[src/rtl/fetch_controller_if.sv]
`default_nettype none
// ------------------------------------------------------------------
// fetch_controller_if : PC, instruction-memory and decode bundle
// Rev 1.0
// ------------------------------------------------------------------
interface fetch_controller_if #(
  parameter int ADDR_WIDTH = 12,
  parameter int DATA_WIDTH = 32
);
  logic [ADDR_WIDTH-1:0] currentAddress;
  logic [ADDR_WIDTH-1:0] nextAddress;
  logic                  imemReq;
  logic [ADDR_WIDTH-1:0] imemAddr;
  logic                  imemAck;
  logic [DATA_WIDTH-1:0] imemData;
  logic                  instrValid;
  logic [DATA_WIDTH-1:0] instruction;
  logic [ADDR_WIDTH-1:0] instrAddr;
  logic                  instrReady;
  logic                  redirectValid;
  logic [ADDR_WIDTH-1:0] redirectTarget;

  modport master (
    input  currentAddress, imemAck, imemData, instrReady, redirectValid, redirectTarget,
    output nextAddress, imemReq, imemAddr, instrValid, instruction, instrAddr
  );

  modport slave (
    output currentAddress, imemAck, imemData, instrReady, redirectValid, redirectTarget,
    input  nextAddress, imemReq, imemAddr, instrValid, instruction, instrAddr
  );
endinterface
`default_nettype wire

[src/rtl/fetch_controller.sv]
`default_nettype none
// ------------------------------------------------------------------
// fetch_controller : PC sequencer and instruction-fetch handshake
// Rev 1.0
// ------------------------------------------------------------------
module fetch_controller #(
  parameter int ADDR_WIDTH = 12,
  parameter int DATA_WIDTH = 32
) (
  input  logic                clk,
  input  logic                rst,
  fetch_controller_if.master  io_fc
);

  localparam logic [1:0] S_IDLE  = 2'd0;
  localparam logic [1:0] S_FETCH = 2'd1;
  localparam logic [1:0] S_DRAIN = 2'd2;
  localparam logic [1:0] S_OUT   = 2'd3;

  logic [1:0]            r_state;
  logic [1:0]            w_state_nxt;
  logic                  r_valid;
  logic [DATA_WIDTH-1:0] r_instruction;
  logic [ADDR_WIDTH-1:0] r_instr_addr;
  logic [ADDR_WIDTH-1:0] r_pending;
  logic [ADDR_WIDTH-1:0] w_pending_nxt;
  logic [ADDR_WIDTH-1:0] w_next_addr;
  logic [ADDR_WIDTH-1:0] w_pc4;
  logic [ADDR_WIDTH-1:0] w_target;
  logic                  w_capture;

  assign w_pc4    = io_fc.currentAddress + ADDR_WIDTH'(4);
  assign w_target = {io_fc.redirectTarget[ADDR_WIDTH-1:2], 2'b00};

  // The PC reloads every edge, so "stay" always means recirculating currentAddress.
  always_comb begin
    w_state_nxt   = r_state;
    w_next_addr   = io_fc.currentAddress;
    w_pending_nxt = r_pending;
    w_capture     = 1'b0;
    case (r_state)
      S_IDLE: begin
        w_state_nxt = S_FETCH;
        if (io_fc.redirectValid) w_next_addr = w_target;
      end
      S_FETCH: begin
        if (io_fc.imemAck) begin
          if (io_fc.redirectValid) begin
            w_next_addr = w_target;
          end else begin
            w_next_addr = w_pc4;
            w_capture   = 1'b1;
            w_state_nxt = S_OUT;
          end
        end else if (io_fc.redirectValid) begin
          w_pending_nxt = w_target;
          w_state_nxt   = S_DRAIN;
        end
      end
      S_DRAIN: begin
        if (io_fc.redirectValid) w_pending_nxt = w_target;
        if (io_fc.imemAck) begin
          w_next_addr = io_fc.redirectValid ? w_target : r_pending;
          w_state_nxt = S_FETCH;
        end
      end
      S_OUT: begin
        if (io_fc.redirectValid) begin
          w_next_addr = w_target;
          w_state_nxt = S_FETCH;
        end else if (io_fc.instrReady) begin
          w_state_nxt = S_FETCH;
        end
      end
      default: w_state_nxt = S_IDLE;
    endcase
    if (rst) w_next_addr = '0;
  end

  always_ff @(posedge clk) begin
    if (rst) begin
      r_state       <= S_IDLE;
      r_valid       <= 1'b0;
      r_instruction <= '0;
      r_instr_addr  <= '0;
      r_pending     <= '0;
    end else begin
      r_state   <= w_state_nxt;
      r_valid   <= (w_state_nxt == S_OUT);
      r_pending <= w_pending_nxt;
      if (w_capture) begin
        r_instruction <= io_fc.imemData;
        r_instr_addr  <= io_fc.currentAddress;
      end
    end
  end

  assign io_fc.nextAddress = w_next_addr;
  assign io_fc.imemReq     = !rst && ((r_state == S_FETCH) || (r_state == S_DRAIN));
  assign io_fc.imemAddr    = io_fc.currentAddress;
  assign io_fc.instrValid  = r_valid;
  assign io_fc.instruction = r_instruction;
  assign io_fc.instrAddr   = r_instr_addr;

endmodule
`default_nettype wire

[src/flat_wrapper.sv]
// flat-port wrapper written by rule: the top's interface ports become plain ports
module fetch_controller_flat 
#(
  parameter int ADDR_WIDTH = 12,
  parameter int DATA_WIDTH = 32
)
  (clk, rst, io_fc_currentAddress, io_fc_imemAck, io_fc_imemData, io_fc_instrReady, io_fc_redirectValid, io_fc_redirectTarget, io_fc_nextAddress, io_fc_imemReq, io_fc_imemAddr, io_fc_instrValid, io_fc_instruction, io_fc_instrAddr);
  fetch_controller_if #(.ADDR_WIDTH(ADDR_WIDTH), .DATA_WIDTH(DATA_WIDTH)) io_fc_i ();
  input  logic clk;
  input  logic rst;
  input wire logic [$bits(io_fc_i.currentAddress)-1:0] io_fc_currentAddress;
  input wire logic [$bits(io_fc_i.imemAck)-1:0] io_fc_imemAck;
  input wire logic [$bits(io_fc_i.imemData)-1:0] io_fc_imemData;
  input wire logic [$bits(io_fc_i.instrReady)-1:0] io_fc_instrReady;
  input wire logic [$bits(io_fc_i.redirectValid)-1:0] io_fc_redirectValid;
  input wire logic [$bits(io_fc_i.redirectTarget)-1:0] io_fc_redirectTarget;
  output wire logic [$bits(io_fc_i.nextAddress)-1:0] io_fc_nextAddress;
  output wire logic [$bits(io_fc_i.imemReq)-1:0] io_fc_imemReq;
  output wire logic [$bits(io_fc_i.imemAddr)-1:0] io_fc_imemAddr;
  output wire logic [$bits(io_fc_i.instrValid)-1:0] io_fc_instrValid;
  output wire logic [$bits(io_fc_i.instruction)-1:0] io_fc_instruction;
  output wire logic [$bits(io_fc_i.instrAddr)-1:0] io_fc_instrAddr;
  assign io_fc_i.currentAddress = io_fc_currentAddress;
  assign io_fc_i.imemAck = io_fc_imemAck;
  assign io_fc_i.imemData = io_fc_imemData;
  assign io_fc_i.instrReady = io_fc_instrReady;
  assign io_fc_i.redirectValid = io_fc_redirectValid;
  assign io_fc_i.redirectTarget = io_fc_redirectTarget;
  assign io_fc_nextAddress = io_fc_i.nextAddress;
  assign io_fc_imemReq = io_fc_i.imemReq;
  assign io_fc_imemAddr = io_fc_i.imemAddr;
  assign io_fc_instrValid = io_fc_i.instrValid;
  assign io_fc_instruction = io_fc_i.instruction;
  assign io_fc_instrAddr = io_fc_i.instrAddr;
  fetch_controller #(.ADDR_WIDTH(ADDR_WIDTH), .DATA_WIDTH(DATA_WIDTH)) u_core (.clk(clk), .rst(rst), .io_fc(io_fc_i));
endmodule
[config.mk]
export PLATFORM = sky130hd
export DESIGN_NAME = fetch_controller_flat
export DESIGN_NICKNAME = d
export VERILOG_FILES = /design/src/rtl/fetch_controller_if.sv /design/src/rtl/fetch_controller.sv /design/src/flat_wrapper.sv
export SDC_FILE = /design/constraint.sdc
export NUM_CORES = 1
export LEC_CHECK = 0
export CAP_MARGIN = 30
export CORE_ASPECT_RATIO = 1.5
export CORE_MARGIN = 1
export CORE_UTILIZATION = 43
export CTS_CLUSTER_DIAMETER = 100
export DETAILED_ROUTE_END_ITERATION = 10
export PLACE_DENSITY = 0.81
export RECOVER_POWER = 50
export SYNTH_ARGS = -nofsm -noshare
export SYNTH_HDL_FRONTEND = slang
export SYNTH_SLANG_ARGS = --single-unit
[constraint.sdc]
create_clock -name clk -period 2.6 [get_ports clk]
set_clock_uncertainty 0.2 [all_clocks]
set_input_delay 0.65 -clock clk [delete_from_list [all_inputs] [get_ports clk]]
set_output_delay 0.65 -clock clk [all_outputs]
set_load 0.03 [all_outputs]
==> results.toml, run 1 <==
[outcome]
outcome = "complete, but fails checks"
violated_checks = "negative setup slack"

[floorplanning]
fp.dieW_um = 72.5
floorplan.io_pins = 131
core_um2 = 7230
rows = 38
die_area_um2 = 7810
dieHeight_um = 108
initial_utilization_pct = 44.4

[clock_tree]
cts_tree = "done"
numCtsBuffers = 9
clk_pin_slew_worst_paths_ns = 0.06
cts.sinks = 59
cts.root.buffer_cell = "sky130_fd_sc_hd__clkbuf_8"
cts-htree-levels = 3
clock_path_buffers = 2
worstSkewPairLatency_ns = 0.34
cts.hold.buffers_added = 0

[setup_path]
critPathArrivalTime_ns = 2.07
crit_path_start_kind = "input port"
timing.critical_path.slowest_stage_cell = "sky130_fd_sc_hd__a222oi_1"
worst-path-max-fanout = 5
critPathMaxStageDelay_ns = 0.47
worstPathCellList = "buf_2, buf_6, buf_4, inv_2, buf_4, nor2_1, a222oi_1, nor2_2, buf_6"
required_ns = 1.75
setup.worst_path.end_class = "output pin"
criticalPathCategory = "in -> out"

[yosys]
synth.ff_latch_count = 59
post-synth-top-count-cell = "sky130_fd_sc_hd__nand2_1"
post_synth_inst_count = 416
ys_dominant_reg_cell = "sky130_fd_sc_hd__dfxtp_1"
post_synth_and_or_nand_nor_area_fraction_pct = 24.2
synth_xor_xnor_area_share_pct = 0.273
synth_cell_type_count = 46
synth_commonest_cells = "98 x sky130_fd_sc_hd__nand2_1, 60 x sky130_fd_sc_hd__a21oi_1, 59 x sky130_fd_sc_hd__dfxtp_1, 24 x sky130_fd_sc_hd__nor2_1, 17 x sky130_fd_sc_hd__mux2i_1"
synth_area_um2 = 3210
count_of_flip_flops_with_a_built_in_enable_after_synthesis = 0
synth_top_family_by_area = "simple AND/OR/NAND/NOR gates"
synth_adder_area_share_pct = 2.34
yosysTopAreaCell = "sky130_fd_sc_hd__dfxtp_1"
yosys-mux-area-fraction_pct = 5.31
netlist.area_leader.share_pct = 36.8
synth-compound-area-share_pct = 21.0
yosys_warnings = 0
synth.net_count = 483
asyncSetResetFlopFracSynth_pct = 0
syn_avg_cell_area_um2 = 7.71
post_synth_main_area_contributors = "sky130_fd_sc_hd__dfxtp_1 37%, sky130_fd_sc_hd__nand2_1 11%, sky130_fd_sc_hd__a21oi_1 9.4%, sky130_fd_sc_hd__mux2i_1 5.3%, sky130_fd_sc_hd__buf_4 3.5%"
seq_area_frac_synth_pct = 36.8

[drt]
routed-wl-met2_um = 6390
via_count = 3835
drt_iter0_markers = 237
postRouteAntennaNets = 0
wirelength_um = 12500
route.detailed.vias_per_inst = 5.58
met3WireLength_um = 956
detail_route.first_pass.iterations = 4
wl_met1_um = 4540
drc_errors = 0
top_layer_used = "met4"
drt-wirelength-per-cell_um = 18.2

[layout]
antenna_cells = 0
num-nets-final = 651
area_delta_synth_final_pct = 76.5
final_cell_count_no_fill = 687
final_layout_size_suffix_gt1_share_pct = 34.2

[global_routing]
globalRoute.totalOverflow = 0
grt_max_degree = 38
grt_antenna_before_repair = 0
grt_pass1_wl_um = 18000
grt_util_all_layers_pct = 30.1
first_global_vias = 3616

[power_and_ir_drop]
power.ir.vdd_worst_v = 0.000500
p_leak_nw = 2.22
power_per_cell_area_nw_per_um2 = 456

[sta]
timing_max_transition_violations_final = 0
final_worst_path_setup_slack_ns = -0.319
timing.final.hold_violations = 0
tightest_slew_ns = 1.03
finalCritPeriodShare_pct = 112
hold_slack_ns = 0.253
slew_headroom_pct = 31.4
maxClockFrequency_mhz = 343
setup_repair_after_global_routing_missed_its_margin = "yes"
setup_viol_count_final = 12
finalCriticalPeriod_ns = 2.92

[flow_run]
maxCapViolations = 0

[placed_design]
hpwl_detailed_um = 6950
cell_count_post_placement = 652
globalplace.congestion = 0.878
io_buffers = 128

[worst_hold_path]
min_path_type = "reg -> reg"
-- worst max-delay path, delay by kind of cell --
family	cells	cell delay, ns
AOI/OAI and AO/OA	1	0.47
buffers and inverters	6	0.79
and+or+nand+nor	2	0.15
-- final timing paths --
check,start,to,slack [ns],depth (start not counted)
setup / recovery,io_fc_imemAck,io_fc_nextAddress[3],-0.32,9
hold / removal,u_core.io_fc.instrAddr[8],u_core.io_fc.instrAddr[8],0.25,2
setup reg to reg,u_core.r_state[1],u_core.io_fc.instrAddr[3],0.14,8
hold reg to reg,u_core.io_fc.instrAddr[8],u_core.io_fc.instrAddr[8],0.25,2
-- logic make-up after synthesis --
kind of cell | after synthesis
compound gates | 112
xor+xnor | 1
fa+ha+maj | 6
buf+inv | 52
flops | 59
mux | 17
simple gates | 169
-- flip-flops by register name, indices dropped and copies added, names as in the netlist --
name	flops
u_core.io_fc.instruction	32
u_core.io_fc.instrAddr	12
u_core.r_pending	12
u_core.r_state	2
u_core.io_fc.instrValid	1
-- layout by cell type, fill, tap and decap left out, types with 5 or more instances in the layout --
cell type,n
sky130_fd_sc_hd__dlygate4sd2_1,7
sky130_fd_sc_hd__buf_4,62
sky130_fd_sc_hd__nand2_1,94
sky130_fd_sc_hd__a21oi_1,52
sky130_fd_sc_hd__buf_12,12
sky130_fd_sc_hd__a21oi_2,8
sky130_fd_sc_hd__buf_2,7
sky130_fd_sc_hd__o21ai_1,9
sky130_fd_sc_hd__dfxtp_1,57
sky130_fd_sc_hd__nor2_1,16
sky130_fd_sc_hd__buf_6,23
sky130_fd_sc_hd__nand2b_1,9
sky130_fd_sc_hd__clkbuf_8,10
sky130_fd_sc_hd__nor2b_1,5
sky130_fd_sc_hd__a31oi_1,5
sky130_fd_sc_hd__nor3_2,7
sky130_fd_sc_hd__nor2_2,7
sky130_fd_sc_hd__clkdlybuf4s50_1,83
sky130_fd_sc_hd__mux2i_1,16
-- area by class of cell --
class / count / area (um^2)
multi-input cells: 305 / 2130
flip-flops and latches: 59 / 1190
repair buffers: 203 / 2010
fillers: 481 / 1570
inverters: 6 / 27.5
clock inverters: 3 / 40.0
clock buffers: 11 / 141
well taps: 100 / 125
-- metal layers --
layer,track usage [%],vias to the layer above
met5,0,-
met4,16.0,0
met3,5.90,62
met2,52.2,219
met1,34.2,1798
li1,-,1756
-- timing repair --
action | CTS | global route
setup endpoints to repair | 13 | 12
gates resized for setup | 135 | 39
pin swaps | 35 | 13
cloned | 2 | 0
buffers inserted | 18 | 1
-- through the flow --
stage	cell area, um^2	TNS (ns)	power, mW	worst slack [ns]	utilization (%)
after floorplan	3290	-0.167	1.32	-0.148	-
after global placement	4850	-5.89	1.61	-0.628	67.1
after detailed placement	4850	-6.11	1.62	-0.634	67.1
after CTS	5510	-0.951	2.52	-0.175	76.2
after global routing	5660	-2.65	2.66	-0.381	78.3
final	5660	-2.00	2.58	-0.319	78.3
-- power by group --
part           internal [mW]  switching (mW)
combinational          0.382           0.429
sequential             0.932          0.0168
clock                  0.455           0.364
Note: power is estimated with default switching activity, not from simulation.
==> inputs of run 2 (changes only) <==
--- a/config.mk
+++ b/config.mk
@@ -8,11 +8,12 @@
 export CAP_MARGIN = 30
 export CORE_ASPECT_RATIO = 1.5
 export CORE_MARGIN = 1
-export CORE_UTILIZATION = 43
+export CORE_UTILIZATION = 45
 export CTS_CLUSTER_DIAMETER = 100
 export DETAILED_ROUTE_END_ITERATION = 10
-export PLACE_DENSITY = 0.81
+export PLACE_DENSITY = 0.84
 export RECOVER_POWER = 50
+export SLEW_MARGIN = 0
 export SYNTH_ARGS = -nofsm -noshare
 export SYNTH_HDL_FRONTEND = slang
 export SYNTH_SLANG_ARGS = --single-unit
==> constraint.sdc (replaced) <==
create_clock -name clk -period 3.6 [get_ports clk]
set_clock_uncertainty 0.2 [all_clocks]
set_input_delay 0.9 -clock clk [delete_from_list [all_inputs] [get_ports clk]]
set_output_delay 0.9 -clock clk [all_outputs]
set_load 0.03 [all_outputs]
==> run 2 against run 1 <==
Effect of this change:
- the flow finishes with violations (design-rule violations)
- non-clock buffer count down 33
- core utilization down 6.9 points
- routed wire length down 23%
- sequential cell count unchanged
- final area down 13%
- sequential share of layout area up 3.2 points
- via count down 8.2%
- first-iteration DRC count up 19%
- combinational power down 45%
- critical path type unchanged
- critical endpoint is now io_fc_nextAddress[9]
==> results.toml, run 2 (same netlist as run 1, synthesis figures left out) <==
[outcome]
outcome = "complete, but fails checks"
violated_checks = "design-rule violations"

[placed_design]
globalplace.congestion = 0.929
io_buffers = 128
hpwl_detailed_um = 6890

[floorplanning]
floorplan.io_pins = 131
dieHeight_um = 105
core_um2 = 6850
die_area_um2 = 7470
rows = 37
fp.dieW_um = 70.9
initial_utilization_pct = 46.8

[layout]
final_common_cell = "sky130_fd_sc_hd__nand2_1"
post-route-util_pct = 71.4
multi_input_comb_area_um2 = 1720
layout.cells.most_common_list = "98 x sky130_fd_sc_hd__nand2_1, 78 x sky130_fd_sc_hd__clkdlybuf4s50_1, 60 x sky130_fd_sc_hd__a21oi_1"
register_area_um2 = 1180
fill_cells = 541
final_layout_size_suffix_gt1_share_pct = 15.6
num-nets-final = 618
area_delta_synth_final_pct = 52.7
flip_flop_count_of_the_largest_register_all_copies_and_words_added = 32

[clock_tree]
cts_tree = "done"
numCtsBuffers = 9
cts.sinks = 59
worstSkewPairLatency_ns = 0.34
clk_pin_slew_worst_paths_ns = 0.06
cts.root.buffer_cell = "sky130_fd_sc_hd__clkbuf_8"
cts-htree-levels = 3
clock_path_buffers = 2
cts.hold.buffers_added = 0

[drt]
wirelength_um = 9610
drc_errors = 20
via_count = 3522
route.detailed.vias_per_inst = 5.55
postRouteAntennaNets = 0
detail_route.first_pass.iterations = 7
drt_iter0_markers = 283
drt-wirelength-per-cell_um = 15.1

[sta]
setup_repair_after_global_routing_missed_its_margin = "yes"
timing.final.hold_violations = 0
maxClockFrequency_mhz = 281
slew_headroom_pct = 42.2
finalCriticalPeriod_ns = 3.56
tightest_slew_ns = 0.866
timing_max_transition_violations_final = 0
setup_viol_count_final = 0
finalCritPeriodShare_pct = 98.9

[setup_path]
rrSetupSlack_ns = 0.64
setup.worst_path.end_class = "output pin"
criticalPathCategory = "in -> out"
critPathArrivalTime_ns = 2.46
buffer_and_inverter_count_on_the_worst_path = 3
timing.critical_path.slowest_stage_cell = "sky130_fd_sc_hd__clkdlybuf4s50_1"
critPathMaxStageDelay_ns = 0.41
crit_path_start_kind = "input port"
worstPathCellList = "clkdlybuf4s50_1, buf_6, and3_1, a21oi_1, a31oi_1, a311oi_1, buf_4"
cpLargestDelayFamily = "buffers and inverters"
required_ns = 2.50
worst-path-max-fanout = 10

[power_and_ir_drop]
clock_network_power_share_pct = 36.2
netSwitchingFraction_pct = 29.1
post-layout-total-power_mw = 1.77
power.switching_mw = 0.514
p_leak_nw = 2.04
power.ir.vdd_worst_v = 0.000230
power.combinational.fraction_pct = 25.1
power_per_cell_area_nw_per_um2 = 361
power.internal_mw = 1.25
register_share_of_total_power_pct = 38.7

[global_routing]
grt_util_all_layers_pct = 25.9
grt_pass1_wl_um = 15300
grt_antenna_before_repair = 1
first_global_vias = 3348
globalRoute.totalOverflow = 0
grt_max_degree = 45

[worst_hold_path]
min_path_type = "reg -> reg"

[flow_run]
maxCapViolations = 0
run 2: cell types whose count changed in the layout (fill, tap and decap cells not counted), sizes merged:
cell           delta
bufbuf            +1
dlygate4sd2       -3
clkbuf            +2
clkdlybuf4s50     -5
dlymetal6s2s      +2
clkinvlp          +1
clkdlybuf4s15     -2
buf              -57
dlygate4sd3      +30
diode             +1
run 2: power by group through the flow:
stage / registers, mW / logic [mW] / clock network (mW)
after floorplan: 0.728 / 0.211 / 0
after global placement: 0.697 / 0.423 / 0
after detailed placement: 0.699 / 0.431 / 0
after CTS: 0.684 / 0.438 / 0.653
after global routing: 0.686 / 0.472 / 0.683
final: 0.684 / 0.442 / 0.639
run 2: repair_timing:
item,4_1_cts,5_1_grt
setup endpoints to repair,8,8
endpoints found under the hold margin,0,0
gates resized for setup,8,12
setup buffers,0,4
pin swaps,8,7
cloned,1,0
run 2: layout make-up:
type	instances	share of cell area, %
antenna	1	0.0511
clock buffer	12	3.38
clock inverter	4	0.972
inverter	6	0.460
multi-input combinational	305	35.1
sequential	59	24.1
tap	78	1.99
timing repair buffer	170	33.9
run 2: per-stage QoR:
step           instances  hold slack (ns)  setup TNS [ns]  worst slack [ns]  cell area, um^2
2_1_floorplan        416            0.230               0            0.0198             3210
3_3_place_gp         613            0.241          -0.174           -0.0655             4590
3_5_place_dp         613            0.246          -0.375            -0.124             4590
4_1_cts              630            0.255               0           0.00176             4850
5_1_grt              635            0.273         -0.0158           -0.0158             4890
6_report             635            0.249               0            0.0400             4890
run 2: metal layers:
metal  track usage [%]  vias to the layer above  part of all wire, %
li1                  -                     1691                    -
met2              43.9                      182                   52
met5                 0                        -                    0
met3              5.93                       33                  7.1
met1              29.5                     1616                   37
met4              14.7                        0                  3.8
run 2: final timing paths:
| kind | startpoint | to | cells after the start |
|---|---|---|---|
| setup / recovery | io_fc_currentAddress[7] | io_fc_nextAddress[9] | 7 |
| hold / removal | u_core.io_fc.instruction[26] | u_core.io_fc.instruction[26] | 2 |
| setup reg to reg | u_core.r_state[0] | u_core.r_pending[3] | 7 |
| hold reg to reg | u_core.io_fc.instruction[26] | u_core.io_fc.instruction[26] | 2 |
run 2: tightest hold or removal path, cell delays in order, from the launching register on:
cell,delay [ns]
sky130_fd_sc_hd__dfxtp_1,0.31
sky130_fd_sc_hd__nand2_1,0.05
sky130_fd_sc_hd__a21oi_1,0.05
